## config.mk

```make
export PLATFORM = sky130hd
export DESIGN_NAME = dvp_capture_win
export DESIGN_NICKNAME = d
export VERILOG_FILES = /design/src/rtl/dvp_capture_win.sv
export SDC_FILE = /design/constraint.sdc
export NUM_CORES = 1
export LEC_CHECK = 0
export ABC_AREA = 1
export CAP_MARGIN = 20
export CORE_MARGIN = 2
export CORE_UTILIZATION = 29
export DETAILED_ROUTE_END_ITERATION = 6
export MAX_ROUTING_LAYER = met4
export PLACE_DENSITY_LB_ADDON = 0.08
export SKIP_CTS_REPAIR_TIMING = 1
export SLEW_MARGIN = 20
export SYNTH_ARGS = -nofsm -noshare
export SYNTH_HDL_FRONTEND = slang
export SYNTH_SLANG_ARGS = --single-unit
```

## constraint.sdc

```tcl
create_clock -name clk -period 2.3 [get_ports clk]
set_clock_uncertainty 0.05 [all_clocks]
set_input_delay 0.575 -clock clk [delete_from_list [all_inputs] [get_ports clk]]
set_output_delay 0.575 -clock clk [all_outputs]
set_load 0.03 [all_outputs]
```

## src/rtl/dvp_capture_win.sv

```systemverilog
// DVP camera capture: registers the sensor bus, packs PIX_BYTES beats per pixel, skips settle
// frames, decimates frames and crops a runtime window into a flagged pixel stream.
module dvp_capture_win #(
   parameter int DW        = 8,
   parameter int PIX_BYTES = 2,
   parameter int CNT_W     = 12,
   parameter int SKIP_FRM  = 4
) (
   input  logic                    clk,
   input  logic                    rst,
   input  logic                    cam_vsync,
   input  logic                    cam_href,
   input  logic [DW-1:0]           cam_data,
   input  logic                    cfg_en,
   input  logic [CNT_W-1:0]        win_x0,
   input  logic [CNT_W-1:0]        win_x1,
   input  logic [CNT_W-1:0]        win_y0,
   input  logic [CNT_W-1:0]        win_y1,
   input  logic [3:0]              dec_n,
   output logic [DW*PIX_BYTES-1:0] m_data,
   output logic                    m_valid,
   output logic                    m_sof,
   output logic                    m_eol,
   output logic                    frame_done,
   output logic [15:0]             frame_cnt,
   output logic                    line_err,
   output logic [2:0]              dbg_state_o
);

   localparam int OW   = DW * PIX_BYTES;
   localparam int PH_W = (PIX_BYTES > 1) ? $clog2(PIX_BYTES) : 1;
   localparam int SK_W = (SKIP_FRM > 1) ? $clog2(SKIP_FRM + 1) : 1;
   localparam logic [PH_W-1:0]  PH_LAST = PH_W'(PIX_BYTES - 1);
   localparam logic [CNT_W-1:0] CNT_MAX = '1;

   // Encoding is visible on dbg_state_o: IDLE=0, SYNC=1, SKIP=2, ARM=3, ACTIVE=4, DROP=5.
   typedef enum logic [2:0] {
      ST_IDLE   = 3'd0,
      ST_SYNC   = 3'd1,
      ST_SKIP   = 3'd2,
      ST_ARM    = 3'd3,
      ST_ACTIVE = 3'd4,
      ST_DROP   = 3'd5
   } state_t;

   // Input stage and edge detection on the registered copies
   logic          vs_q, hr_q, vs_p_q, hr_p_q;
   logic [DW-1:0] dat_q;
   logic          vs_rise, vs_fall, hr_rise, hr_fall;

   always_ff @(posedge clk) begin
      if (rst) begin
         vs_q   <= 1'b0;
         hr_q   <= 1'b0;
         vs_p_q <= 1'b0;
         hr_p_q <= 1'b0;
         dat_q  <= '0;
      end else begin
         vs_q   <= cam_vsync;
         hr_q   <= cam_href;
         vs_p_q <= vs_q;
         hr_p_q <= hr_q;
         dat_q  <= cam_data;
      end
   end

   assign vs_rise = vs_q & ~vs_p_q;
   assign vs_fall = ~vs_q & vs_p_q;
   assign hr_rise = hr_q & ~hr_p_q;
   assign hr_fall = ~hr_q & hr_p_q;

   // Packing stage: phase, shift register, x/y position of each completed pixel
   logic [PH_W-1:0]  phase_q, phase_d, ph_cur;
   logic [OW-1:0]    sh_q, sh_d, sh_next;
   logic [CNT_W-1:0] x_q, x_d, x_cur, y_q, y_d;
   logic             pix_vld_q, pix_vld_d;
   logic [OW-1:0]    pix_dat_q, pix_dat_d;
   logic [CNT_W-1:0] pix_x_q, pix_x_d, pix_y_q, pix_y_d;
   logic             line_err_q, line_err_d;

   always_comb begin
      ph_cur     = hr_rise ? '0 : phase_q;
      x_cur      = hr_rise ? '0 : x_q;
      sh_next    = (sh_q << DW) | OW'(dat_q);
      phase_d    = phase_q;
      sh_d       = sh_q;
      x_d        = x_q;
      y_d        = y_q;
      pix_vld_d  = 1'b0;
      pix_dat_d  = pix_dat_q;
      pix_x_d    = pix_x_q;
      pix_y_d    = pix_y_q;
      line_err_d = 1'b0;
      if (hr_q) begin
         sh_d = sh_next;
         if (ph_cur == PH_LAST) begin
            phase_d   = '0;
            pix_vld_d = 1'b1;
            pix_dat_d = sh_next;
            pix_x_d   = x_cur;
            pix_y_d   = y_q;
            x_d       = (x_cur == CNT_MAX) ? x_cur : x_cur + CNT_W'(1);
         end else begin
            phase_d = ph_cur + PH_W'(1);
            x_d     = x_cur;
         end
      end
      // A line ending mid-pixel drops the partial bytes
      if (hr_fall) begin
         line_err_d = (phase_q != '0);
         phase_d    = '0;
         y_d        = (y_q == CNT_MAX) ? y_q : y_q + CNT_W'(1);
      end
      if (vs_rise) phase_d = '0;
      if (vs_fall) y_d = '0;
   end

   always_ff @(posedge clk) begin
      if (rst) begin
         phase_q    <= '0;
         sh_q       <= '0;
         x_q        <= '0;
         y_q        <= '0;
         pix_vld_q  <= 1'b0;
         pix_dat_q  <= '0;
         pix_x_q    <= '0;
         pix_y_q    <= '0;
         line_err_q <= 1'b0;
      end else begin
         phase_q    <= phase_d;
         sh_q       <= sh_d;
         x_q        <= x_d;
         y_q        <= y_d;
         pix_vld_q  <= pix_vld_d;
         pix_dat_q  <= pix_dat_d;
         pix_x_q    <= pix_x_d;
         pix_y_q    <= pix_y_d;
         line_err_q <= line_err_d;
      end
   end

   // Frame control FSM with registered output stage
   state_t           state_q;
   logic [SK_W-1:0]  skip_cnt_q;
   logic [3:0]       dec_cnt_q, dec_lat_q;
   logic [CNT_W-1:0] wx0_q, wx1_q, wy0_q, wy1_q;
   logic             sof_pend_q;
   logic             m_valid_q, m_sof_q, m_eol_q, frame_done_q;
   logic [OW-1:0]    m_data_q;
   logic [15:0]      frame_cnt_q;
   logic             in_win;

   assign in_win = (pix_x_q >= wx0_q) && (pix_x_q <= wx1_q) &&
                   (pix_y_q >= wy0_q) && (pix_y_q <= wy1_q);

   always_ff @(posedge clk) begin
      if (rst) begin
         state_q      <= ST_IDLE;
         skip_cnt_q   <= '0;
         dec_cnt_q    <= '0;
         dec_lat_q    <= '0;
         wx0_q        <= '0;
         wx1_q        <= '0;
         wy0_q        <= '0;
         wy1_q        <= '0;
         sof_pend_q   <= 1'b0;
         m_valid_q    <= 1'b0;
         m_sof_q      <= 1'b0;
         m_eol_q      <= 1'b0;
         m_data_q     <= '0;
         frame_done_q <= 1'b0;
         frame_cnt_q  <= '0;
      end else begin
         m_valid_q    <= 1'b0;
         m_sof_q      <= 1'b0;
         m_eol_q      <= 1'b0;
         frame_done_q <= 1'b0;
         if (!cfg_en) begin
            state_q    <= ST_IDLE;
            sof_pend_q <= 1'b0;
            dec_cnt_q  <= '0;
         end else begin
            if (state_q == ST_ACTIVE && pix_vld_q && in_win) begin
               m_valid_q  <= 1'b1;
               m_data_q   <= pix_dat_q;
               m_sof_q    <= sof_pend_q;
               m_eol_q    <= (pix_x_q == wx1_q);
               sof_pend_q <= 1'b0;
            end
            case (state_q)
               ST_IDLE: state_q <= ST_SYNC;
               ST_SYNC: begin
                  if (vs_rise) begin
                     skip_cnt_q <= '0;
                     state_q    <= (SKIP_FRM == 0) ? ST_ARM : ST_SKIP;
                  end
               end
               ST_SKIP: begin
                  if (vs_rise) begin
                     if (skip_cnt_q + SK_W'(1) == SK_W'(SKIP_FRM)) state_q <= ST_ARM;
                     skip_cnt_q <= skip_cnt_q + SK_W'(1);
                  end
               end
               ST_ARM: begin
                  // Window and decimation are frozen for the whole upcoming frame
                  if (vs_fall) begin
                     wx0_q      <= win_x0;
                     wx1_q      <= win_x1;
                     wy0_q      <= win_y0;
                     wy1_q      <= win_y1;
                     dec_lat_q  <= dec_n;
                     state_q    <= (dec_cnt_q == '0) ? ST_ACTIVE : ST_DROP;
                     sof_pend_q <= (dec_cnt_q == '0);
                  end
               end
               ST_ACTIVE: begin
                  if (vs_rise) begin
                     frame_done_q <= 1'b1;
                     frame_cnt_q  <= frame_cnt_q + 16'd1;
                     dec_cnt_q    <= dec_lat_q;
                     sof_pend_q   <= 1'b0;
                     state_q      <= ST_ARM;
                  end
               end
               ST_DROP: begin
                  if (vs_rise) begin
                     dec_cnt_q <= dec_cnt_q - 4'd1;
                     state_q   <= ST_ARM;
                  end
               end
               default: state_q <= ST_IDLE;
            endcase
         end
      end
   end

   assign m_data      = m_data_q;
   assign m_valid     = m_valid_q;
   assign m_sof       = m_sof_q;
   assign m_eol       = m_eol_q;
   assign frame_done  = frame_done_q;
   assign frame_cnt   = frame_cnt_q;
   assign line_err    = line_err_q;
   assign dbg_state_o = state_q;

endmodule

```

-- After elaboration in Yosys (flattened, before gate mapping)
Cells that the tools add are included.
- mux-type cells: 25
- order comparisons: 4
- add/sub/neg operators: 6
- equal/unequal tests: 16
- reduce and logical (&&, ||, !) cells: 25
- bitwise operators: 14
- operators by type and width (operator ; number):
    2-to-1 mux 12 bit ; 3
    adder 12 x 1 -> 12 bit, second input constant ; 2
    equality test 12 bit, second input constant ; 2
    >= comparator 12 bit ; 2
    <= comparator 12 bit ; 2
    2-to-1 mux 3 bit ; 7
    adder 16 x 1 -> 16 bit, second input constant ; 1
    bitwise OR 16 x 8 -> 16 bit ; 1
    case mux 3 bit (5 select lines) ; 1
    equality test 12 bit ; 1
    inequality test 2 bit, second input constant ; 6
    OR reduction 2 bit ; 5
    equality test 3 bit, second input constant ; 3
    2-to-1 mux 1 bit ; 9
    inverter 1 bit ; 9
    AND reduction 3 bit ; 3
    OR reduction 3 bit ; 3
    2-to-1 mux 4 bit ; 2
    case mux 4 bit (2 select lines) ; 1
    equality test 3 x 2 -> 1 bit, second input constant ; 2
    case mux 3 bit (2 select lines) ; 1
    AND reduction 2 bit ; 3
    logical AND 1 bit ; 5
    AND reduction 5 bit ; 1
    11 further kinds ; 15
- logic and storage cells: 119
- input port bits: 65
- output and inout bits: 40
- register bits after elaboration: 186

-- Longest topological paths before layout
Gate-level depths: netlist of run 1.
- depth after elaboration: 8
- depth in mapped cells: 17
- depth with buffers taken out: 16

-- Worst setup path after synthesis of run 1
OpenSTA, ideal clock, no wires.
- kind: flip-flop to flip-flop
- start: register state_q[0], in the netlist dbg_state_o[0]
- end: register wx0_q[10]
- required time: 2131 ps
- clock period less this slack: 1836 ps
- path slack: 464 ps
- cell stages (with the launch flop): 9
- arrival: 1666 ps
- path buffers: 1
- setup time: 119 ps
- cells stage by stage: dfxtp_1 -> inv_2 -> nor3_2 -> inv_2 -> nor3_4 -> inv_2 -> clkbuf_1 -> o21ai_0 -> a21oi_1
- longest elaborated chain between the ends: 2
- RTL lines (element ; RTL line ; RTL):
    start: declaration ; 143 ; state_t state_q;
    start signal: assignment ; 195 ; state_q <= (SKIP_FRM == 0) ? ST_ARM : ST_SKIP;
    start signal: assignment ; 212 ; state_q <= (dec_cnt_q == '0) ? ST_ACTIVE : ST_DROP;
    equality test 3 x 2 -> 1 bit ; 190 ; case (state_q)
    AND reduction 3 bit (no source line) ; - ;
    end signal: assignment ; 207 ; wx0_q <= win_x0;
    end: declaration ; 146 ; logic [CNT_W-1:0] wx0_q, wx1_q, wy0_q, wy1_q;
No other way between the ends.
A chain may end at the register's enable or synchronous reset.

-- Worst setup path in the final report of run 1
- start: register state_q[0], in the netlist dbg_state_o[0]
- end: output port dbg_state_o[0]
- RTL lines (element ; RTL line ; RTL):
    end: declaration ; 27 ; output logic [2:0] dbg_state_o
No word-level cell between the ends.

==> results of run 1 <==
==> tightest hold or removal path, delay by kind of cell (launching register included) <==
kind                   cells  cell delay (ns)
buffers and inverters      1             0.07
flip-flops                 1             0.31
AND/OR/NAND/NOR            1             0.04
==> logic make-up after synthesis <==
| logic type | Yosys count | share of synthesized area |
|---|---|---|
| xor gates and xnor gates | 12 | 0.01207 |
| AOI/OAI and AO/OA | 278 | 0.1625 |
| adders and majority gates | 54 | 0.07761 |
| and+or+nand+nor | 409 | 0.2055 |
| buffers and inverters | 252 | 0.1145 |
| DFF | 186 | 0.4277 |
==> layer usage <==
layer	wire, um	global-route usage	part of all wire	vias up
met5	0	-	0	-
met1	10960	0.1880	0.52	3237
met4	255	0.03893	0.012	0
li1	-	-	-	4012
met3	672	0.02320	0.032	18
met2	9221	0.2195	0.44	106
==> cell usage after synthesis, drive strengths merged <==
cell type  count
a211oi         1
a21o           2
a21oi        136
a31oi          1
and2           1
and3           1
buf           11
clkbuf        34
clkinv         1
dfxtp        186
ha            54
inv          206
nand2        181
nand3         28
nand3b         4
nand4         26
nor2         152
nor3          10
nor3b          1
nor4           4
o21a           2
o21ai        133
o21bai         1
o221a          1
o22ai          1
or2            1
xnor2          1
xor2          11
==> stage by stage <==
step	utilization	total power [mW]	hold WS [ns]
2_1_floorplan	-	3.699	0.3584
3_3_place_gp	0.3466	3.990	0.3869
3_5_place_dp	0.3466	3.990	0.3944
4_1_cts	0.3661	6.975	0.4067
5_1_grt	0.3680	7.168	0.4149
6_report	0.3680	6.854	0.4002
==> sequential cells by signal, summed over array words and instances (netlist names), 8 cells and up <==
signal and cells:
dat_q 8, pix_x_q 12, frame_cnt 16, pix_y_q 12
pix_dat_q 16, wx0_q 12, x_q 12, wy0_q 12
sh_q 8, wx1_q 12, y_q 12, wy1_q 12
m_data 16
==> path summary, 6_finish.rpt <==
path | depth (start not counted) | slack, ns | to | start
max | 1 | 0.1 | dbg_state_o[0] | dbg_state_o[0]
min | 2 | 0.40 | m_sof | sof_pend_q
max reg2reg | 14 | 0.21 | m_data[10] | wx0_q[11]
min reg2reg | 2 | 0.40 | m_sof | sof_pend_q
==> power by group through the flow <==
| stage | clock network (mW) | registers (mW) | logic [mW] |
|---|---|---|---|
| final | 2.93 | 3.30 | 0.623 |
| after global routing | 3.16 | 3.31 | 0.701 |
| after CTS | 3.06 | 3.30 | 0.615 |
| after detailed placement | 0 | 3.38 | 0.612 |
| after global placement | 0 | 3.38 | 0.611 |
| after floorplan | 0 | 3.38 | 0.324 |
==> cells in the final DEF (no fill, tap or decap), types with 8 or more instances in the layout <==
cell type	count
inv_1	189
a21oi_1	136
dfxtp_1	186
xor2_1	11
nand2_1	175
nor3_1	8
o21ai_0	131
ha_1	54
nand4_1	25
buf_4	22
nand3_1	25
nor2_1	146
clkbuf_16	17
inv_2	15
clkdlybuf4s50_1	102
==> final cells by class <==
type,instances,area (sq um)
timing repair buffer,131,1311
clock inverter,15,150.1
clock buffer,17,425.4
fill,3190,18730
tap,390,488.0
multi-input combinational,755,4026
sequential,186,3724
inverter,207,780.7
==> results.ini, run 1 <==
[placed_design]
place_ws_ns=0.01259
placed_cell_area_sq_um=10270
place_inst=1666
dpl.hpwl_um=15030
io_buffer_count=104
gp_congestion=0.7762

[sta]
setup_tns_ns=0
maxClockFrequency_mhz=454.3
fin_crit_sh=0.9570
slew_headroom=0.6472
fin_ws_ns=0.09894
slew_violations=0
hold_violations=0
worstMarginPinSlew_ns=0.5251
finalSetupViolations=0
fin_crit_ns=2.201

[detailed_routing]
vias_per_cell=4.335
drcViolationCount=0
drtAntennaViolNets=0
drt-wirelength-per-cell_um=12.41
drt_iter0_drc=302
first_pass_iters=4
vias=7373
wl_um=21110

[grt]
grt_max_degree=97
grt_pass1_vias=6922
grt_pass1_wl_um=34470
track_usage=0.1407
antenna_found_initial=0
overflow=0

[logic_synthesis]
yosysWarnings=0
ys_seq_area_frac=0.4277
syn-num-nets=1310
yosysTopAreaCell=dfxtp_1
ys_types=42
avgSynthCellArea_sq_um=7.310
netlist_area_sq_um=8706
synth_cells=1191
ys_top_cells_by_area=dfxtp_1 43%, inv_1 8.2%, a21oi_1 7.8%
synth-seq-cells=186
yosysTopAreaCellShare=0.4277

[power]
swShare=0.2728
ir_drop_mv=0.4693
seq_power_share=0.482
p_leak_nw=4.434
internal_power_mw=4.984
clkPwrFrac=0.427
p_comb_frac=0.091
p_switching_mw=1.870
power.density_nw_per_um2=628.5

[layout]
nets=1417
drive_gt1_frac=0.07475
layoutNonFillerInstCount=1701
diodes=0
areaGrowthSynthToFinish_pct=25.27
design_area_sq_um=10910

[min_path]
min_path_type=register to register

[die]
die_y_um=177.3
fp.dieArea_sq_um=31420
core_area_sq_um=29640
fp-row-count=63
die_w_um=177.3
ios=105
start_util=0.2937

[critical_path]
cpPeakStageDelay_ns=0.71
critPathLaunchType=register
cp_top_family=buffers and inverters
end_kind=output port
cp_cell_sequence=clkdlybuf4s50_1
crit_slowest_cell=clkdlybuf4s50_1
critPathArrivalTime_ns=1.58
critPathMaxFanout=5
required_ns=1.67
worst-path-buf-inv=1
critical_path_class=register to output port

[clocking]
worstSkewPairLatency_ns=0.44
clkSinkCount=186
clock_path_buffers=2
cts_tree=built
clock-root-buffer=clkbuf_16
clkTransAtPathRegs_ns=0.08
numCtsBuffers=17
cts.htree.levels=4

[flow_run]
max_cap_viol_count=0

[run_status]
status=finished, final reports clean

No activity file was read; power rests on OpenSTA's default activity.
==> run 2, diff against run 1 <==
HOLD_SLACK_MARGIN = 0.08   (was unset)
==> results of run 2 <==
The final DEF is identical to that of run 1; final timing and power are the same.
